`config.mk`:
```
export PLATFORM = sky130hd
export DESIGN_NAME = q_max_scanner
export DESIGN_NICKNAME = d
export VERILOG_FILES = /design/src/rtl/q_max_scanner.sv
export SDC_FILE = /design/constraint.sdc
export NUM_CORES = 1
export LEC_CHECK = 0
export ABC_AREA = 1
export CORE_MARGIN = 5
export CORE_UTILIZATION = 63
export DETAILED_ROUTE_END_ITERATION = 8
export DONT_BUFFER_PORTS = 1
export GPL_TIMING_DRIVEN = 0
export PLACE_DENSITY = 0.81
export SLEW_MARGIN = 20
export SYNTH_ARGS = -nofsm -noshare
export SYNTH_HDL_FRONTEND = slang
export SYNTH_SLANG_ARGS = --single-unit
```
`constraint.sdc`:
```
create_clock -name clk -period 2.5 [get_ports clk]
set_input_delay 0.25 -clock clk [delete_from_list [all_inputs] [get_ports clk]]
set_output_delay 0.25 -clock clk [all_outputs]
set_load 0.02 [all_outputs]
```
`src/rtl/q_max_scanner.sv`:
```
`default_nettype none
// ============================================================================
// Module   : q_max_scanner
// Purpose  : Read side of the Q-table. Scans every action entry of one state
//            in the Q RAM and returns the maximum Q value together with the
//            chosen action. It sits between the Q RAM read port and the agent
//            controller / Q updater.
//
// Ports    : clk          rising-edge clock
//            rst          asynchronous reset, active high
//            start        scan request for state_in (sampled in IDLE only)
//            state_in     state to scan (latched when start is accepted)
//            busy         high from the accepted start until the DONE cycle ends
//            q_rd_en      RAM read strobe
//            q_rd_addr    RAM read address {state, action}
//            q_rd_data    RAM read data, valid exactly 1 cycle after q_rd_en
//            done         1-cycle pulse, max_q / best_action valid
//            max_q        maximum signed Q of the scanned state
//            best_action  argmax action (or an exploration action, see below)
//
// Config   : `define EPSILON_GREEDY_EN adds a 16-bit LFSR. With probability
//            1/2**EPS_SHIFT, best_action is replaced by a pseudo-random action.
//            max_q is always the true maximum.
//
// Timing   : start sampled at edge T0, reads issued T1..TN, data T2..TN+1,
//            done with final results at TN+2 (N = 2**ACT_BITS).
//
// Revision : 1.0  initial release
// ============================================================================
module q_max_scanner #(
  parameter int Q_WIDTH    = 16,
  parameter int ACT_BITS   = 2,
  parameter int STATE_BITS = 6,
  parameter int EPS_SHIFT  = 3
) (
  input  logic                           clk,
  input  logic                           rst,
  input  logic                           start,
  input  logic [STATE_BITS-1:0]          state_in,
  output logic                           busy,
  output logic                           q_rd_en,
  output logic [STATE_BITS+ACT_BITS-1:0] q_rd_addr,
  input  logic [Q_WIDTH-1:0]             q_rd_data,
  output logic                           done,
  output logic [Q_WIDTH-1:0]             max_q,
  output logic [ACT_BITS-1:0]            best_action
);

  localparam logic [ACT_BITS-1:0] c_LAST_ACT = '1;

  // The exploration mask is taken from the low LFSR bits.
  if (EPS_SHIFT < 1 || EPS_SHIFT > 16) begin : g_eps_range_chk
    $error("q_max_scanner: EPS_SHIFT must lie in 1..16");
  end

  typedef enum logic [1:0] {
    S_IDLE  = 2'd0,
    S_READ  = 2'd1,
    S_DRAIN = 2'd2,
    S_DONE  = 2'd3
  } state_t;

  state_t                  r_fsm;
  logic [STATE_BITS-1:0]   r_state_lat;   // state captured at start
  logic [ACT_BITS-1:0]     r_act;         // next action to issue
  logic                    r_vld;         // q_rd_data carries a datum this cycle
  logic [ACT_BITS-1:0]     r_rx_cnt;      // action index of the incoming datum
  logic [Q_WIDTH-1:0]      r_run_max;
  logic [ACT_BITS-1:0]     r_run_act;

  logic                    w_take;
  logic [Q_WIDTH-1:0]      w_cand_max;
  logic [ACT_BITS-1:0]     w_cand_act;
  logic                    w_last;
  logic [ACT_BITS-1:0]     w_pick_act;

  // The first datum always loads; later ones only if strictly greater, so
  // ties keep the lowest action index.
  assign w_take     = (r_rx_cnt == '0) || ($signed(q_rd_data) > $signed(r_run_max));
  assign w_cand_max = w_take ? q_rd_data : r_run_max;
  assign w_cand_act = w_take ? r_rx_cnt  : r_run_act;
  assign w_last     = r_vld && (r_rx_cnt == c_LAST_ACT);

`ifdef EPSILON_GREEDY_EN
  logic [15:0] r_lfsr;
  logic        w_explore;

  // Fibonacci LFSR, taps 16,14,13,11, free-running every cycle.
  always_ff @(posedge clk or posedge rst) begin
    if (rst) begin
      r_lfsr <= 16'hACE1;
    end else begin
      r_lfsr <= {r_lfsr[14:0], r_lfsr[15] ^ r_lfsr[13] ^ r_lfsr[12] ^ r_lfsr[10]};
    end
  end

  assign w_explore  = (r_lfsr[EPS_SHIFT-1:0] == '0);
  assign w_pick_act = w_explore ? r_lfsr[15 -: ACT_BITS] : w_cand_act;
`else
  assign w_pick_act = w_cand_act;
`endif

  always_ff @(posedge clk or posedge rst) begin
    if (rst) begin
      r_fsm       <= S_IDLE;
      r_state_lat <= '0;
      r_act       <= '0;
      r_vld       <= 1'b0;
      r_rx_cnt    <= '0;
      r_run_max   <= '0;
      r_run_act   <= '0;
      busy        <= 1'b0;
      q_rd_en     <= 1'b0;
      q_rd_addr   <= '0;
      done        <= 1'b0;
      max_q       <= '0;
      best_action <= '0;
    end else begin
      // Data returns one cycle after the strobe, so the strobe delayed by one
      // marks the cycles in which q_rd_data is meaningful.
      r_vld <= q_rd_en;

      if (r_vld) begin
        r_run_max <= w_cand_max;
        r_run_act <= w_cand_act;
        r_rx_cnt  <= r_rx_cnt + 1'b1;
      end

      case (r_fsm)
        S_IDLE: begin
          q_rd_en <= 1'b0;
          done    <= 1'b0;
          if (start) begin
            r_state_lat <= state_in;
            r_act       <= '0;
            r_rx_cnt    <= '0;
            busy        <= 1'b1;
            r_fsm       <= S_READ;
          end
        end

        S_READ: begin
          q_rd_en   <= 1'b1;
          q_rd_addr <= {r_state_lat, r_act};
          r_act     <= r_act + 1'b1;
          if (r_act == c_LAST_ACT) begin
            r_fsm <= S_DRAIN;
          end
        end

        S_DRAIN: begin
          q_rd_en <= 1'b0;
          // Final result folds in the last datum combinationally so that it
          // is presented together with done.
          if (w_last) begin
            max_q       <= w_cand_max;
            best_action <= w_pick_act;
            done        <= 1'b1;
            r_fsm       <= S_DONE;
          end
        end

        S_DONE: begin
          done  <= 1'b0;
          busy  <= 1'b0;
          r_fsm <= S_IDLE;
        end

        default: begin
          r_fsm <= S_IDLE;
        end
      endcase
    end
  end

endmodule
`default_nettype wire

```
Word-level counts from Yosys, hierarchy flattened --
Cells that the tools add are included.
Storage, ports and cells: register bits 60, bits of input ports 25, output and inout bits 29, logic and storage cells 56
Operators by class: $add $sub $neg 2, magnitude comparators 1, equality and inequality tests 8, muxes and demuxes 16, reductions and logical operators 16
Operators with widths (count):
- greater-than comparator 16 bit | 1
- two-way mux 16 bit | 1
- two-way mux 2 bit | 8
- AND reduction 2 bit | 5
- == test 2 bit, second input constant | 4
- one-hot mux 2 bit (4 select lines) | 1
- nonzero test 2 bit | 4
- inequality test 2 bit, second input constant | 3
- one-hot mux 1 bit (2 select lines) | 3
- adder 2 x 1 -> 2 bit, second input constant | 2
- zero test 2 bit | 2
- one-hot mux 2 bit (2 select lines) | 1
- OR reduction 2 bit | 2
- AND reduction 3 bit | 1
- == test 2 x 1 -> 1 bit, second input constant | 1
- two-way mux 1 bit | 2
- logical AND 1 bit | 1
- logical OR 1 bit | 1

Logic depth before layout (Yosys ltp) --
depth in word-level cells 4, mapped depth 18

Worst setup path before layout --
Ideal clock, no wire load.
path type register -> register, start point reg r_run_max[15], end point reg best_action[1], data arrival time 1.676 ns, required time 2.381 ns, setup slack 0.704 ns, cell stages (with the launch flop) 15, path through dfrtp_1 > inv_1 > ha_1 > nand4_1 > inv_1 > nand2_1 > nand2_2 > nor2_1 > a21oi_2 > nand2_4 > nand2_8 > buf_12 > nand2_4 > nand3_1 > nand2_1
Between the ends: cells in the longest elaborated chain, start to end 3
Ends and longest elaborated chain:
- start: declaration | RTL line 68 | logic [Q_WIDTH-1:0] r_run_max;
- start signal: assignment | RTL line 124 | r_run_max <= w_cand_max;
- greater-than comparator 16 bit | RTL line 79 | assign w_take = (r_rx_cnt == '0) || ($signed(q_rd_data) > $signed(r_run_max));
- logical OR 1 bit | RTL line 79
- two-way mux 2 bit | RTL line 81 | assign w_cand_act = w_take ? r_rx_cnt : r_run_act;
- end signal: assignment | RTL line 157 | best_action <= w_pick_act;
- end: declaration | RTL line 46 | output logic [ACT_BITS-1:0] best_action
Every way passes these cells. A chain may end at the register's enable or synchronous reset.

Final worst setup path --
start point reg r_fsm[0], end point reg best_action[0]
Between the ends: cells in the longest elaborated chain, start to end 2
Ends and longest elaborated chain:
- start: declaration | RTL line 63 | state_t r_fsm;
- start signal: assignment | RTL line 105 | r_fsm <= S_IDLE;
- start signal: assignment | RTL line 138 | r_fsm <= S_READ;
- start signal: assignment | RTL line 147 | r_fsm <= S_DRAIN;
- == test 2 bit | RTL line 129 | case (r_fsm)
- AND reduction 2 bit (no source line)
Every way passes these cells.

==> results.ini <==
[clocking]
numCtsBuffers = 9
htreeDepth = 3
clk_pin_slew_ns = 0.07
root_buffer = clkbuf_8
cts_sinks = 60
cts_tree = yes
cts_buffer_depth = 2
clock_latency_ns = 0.34

[placed_design]
detailed_place_hpwl_mm = 4.82
dp.cells = 472
numPortBuffers = 0
dp_slack_ns = 0.203
gp_congestion = 0.850

[route]
firstDrtPassIters = 6
wire_per_inst_microns = 14.0
drt-vias-per-instance = 5.19
ant_nets = 0
vias = 2537
drc_errors = 0
dr.first_iter.drc_count = 159
wl_mm = 6.86

[job]
drv_cap = 0

[global_route]
grt_pass1_wl_mm = 11.7
grt_max_degree = 52
grt-ovfl-total = 0
grt_use_total_pct = 23.3
grt_pass1_vias = 2589
antenna_found_initial = 0

[timing]
setup_violations = 0
setup-tns-final_ns = 0
hold_slack_ns = 0.0143
finalMaxSlewViolations = 0
slew_headroom_pct = 66.1
hold_viol = 0
tightest_slew_ns = 0.509
period_share_pct = 89.6
rsz0062_at_grt = false
period_needed_ns = 2.24
clock.fmax_mhz = 446
fin_skew_ns = 0.00464
setup_ws_ns = 0.260

[final_layout]
multi_input_area_sq_um = 1460
instances_no_fill = 489
layout_commonest_cell = nand2_1
diodes = 0
nets = 463
final_cell_mix = nand2_1 (139), dfrtp_1 (60), nand3_1 (58)
fillCellCount = 393
final_util_pct = 70.9
area_delta_synth_final_pct = 10.2
seqCellArea_sq_um = 1500
drive_gt1_share_pct = 9.55

[min_path]
hold_depth = 2
min_path_type = primary input to flip-flop

[die]
rows = 26
dieArea_sq_um = 6680
dieHeight_microns = 81.8
die_w_microns = 81.8
core-area_sq_um = 5040
start_util_pct = 64.3
io_pins = 54

[logic_synthesis]
syn_inst = 401
ys.flop_type = dfrtp_1
syn_nets = 450
ys_seq_area_share_pct = 46.3
yosys_warnings = 0
synth_edf_count = 0
async_reset_ff_share_pct = 100
synth_seq_cells = 60
post_synth_main_area_contributors = dfrtp_1 (46%), nand2_1 (16%), ha_1 (9.3%), nand3_1 (8.9%), inv_1 (6.6%)
synth_area_per_cell_sq_um = 8.09
yosysTopAreaCell = dfrtp_1
syn-cell-area_sq_um = 3240
synth_top_area_share_pct = 46.3
synth_cell_type_count = 27

[setup_path]
reg2reg_depth = 7
cp.required_ns = 2.73
cp-end-kind = flip-flop
cp-start-kind = flip-flop
crit_arrival_ns = 2.47
path_max_fanout = 10
criticalPathCategory = flip-flop to flip-flop

[pwr]
irDropWorstVdd_uv = 799
power_density_nw_per_um2 = 1440
leakage_uw = 0.00201

[outcome]
outcome = complete, no violations

==> cell type report <==
class,count,area share (%)
tap,70,2.45
clock buffer,12,4.34
buffer,11,1.78
multi-input combinational,270,40.7
timing repair buffer,2,1.05
inverter,60,6.37
clock inverter,4,1.33
sequential,60,42.0
==> logic make-up (layout without fill, tap and decap cells) <==
logic type               after synthesis  count (layout)  synth area share, %
AO/OA/AOI/OAI                         21              21                 3.70
adder cells (fa/ha/maj)               24              24                 9.26
buffers and inverters                 71              89                 8.87
flip-flops                            60              60                 46.3
multiplexers                           1               1                0.347
AND/OR/NAND/NOR                      224             224                 31.5
==> per-stage QoR <==
stage	power, uW	instance area, sq um
6_report	5130	3580
5_1_grt	5620	3580
4_1_cts	5160	3570
3_5_place_dp	4240	3360
3_3_place_gp	4120	3330
2_1_floorplan	3720	3240
==> layer usage <==
metal,GRT usage (%),up-vias,wire length [microns]
met1,29.2,1184,2940
met3,7.24,14,503
met2,36.8,60,3260
met5,0,-,0
li1,-,1279,-
met4,11.0,0,159
==> registers in the layout, indices dropped and copies added (netlist names) <==
name         cells
r_run_max       16
q_rd_addr        8
r_fsm            2
best_action      2
r_rx_cnt         2
max_q           16
busy             1
r_state_lat      6
r_act            2
done             1
r_run_act        2
q_rd_en          1
r_vld            1
==> Yosys cell counts (2+ instances only) <==
master and count:
a21oi_1 9, nand3_1 58, nand2_1 139, o21ai_0 7
inv_1 57, nor2_2 2, ha_1 24, nand2_4 11
dfrtp_1 60, clkbuf_1 7, inv_2 2, nor2_1 10
==> worst max-delay path, cell delays in order (launching register included) <==
cell and delay [ns]:
dfrtp_1 0.40, inv_1 0.10, ha_1 0.25, nand3_1 0.40, clkinv_1 0.42, clkbuf_2 0.33, nand3_1 0.16, nand2_1 0.06
==> final timing paths <==
kind                                startpoint        endpoint  slack, ns
worst max-delay path                  r_fsm[0]  best_action[0]       0.26
worst min-delay path               state_in[2]  r_state_lat[2]       0.01
max in group asynchronous                  rst       max_q[11]       1.76
worst min register to register  r_state_lat[0]    q_rd_addr[2]       0.48
min in group asynchronous                  rst        max_q[3]       0.28
worst max register to register        r_fsm[0]  best_action[0]       0.26
==> power by group <==
part	switching, uW	leakage, uW	total (uW)	internal (uW)
registers	591	0.000730	2050	1460
clock network	379	0.000102	890	511
logic	1410	0.00118	2190	783
total	2380	0.00201	5130	2750
==> repair_timing <==
| action | in CTS | in global routing |
|---|---|---|
| hold buffers | 1 | 0 |
| hold endpoints to repair | 60 | 0 |
| setup endpoints to repair | 0 | 1 |
| buffers inserted | 0 | 0 |
| gates resized for setup | 0 | 2 |
No activity file was read; power rests on OpenSTA's default activity.
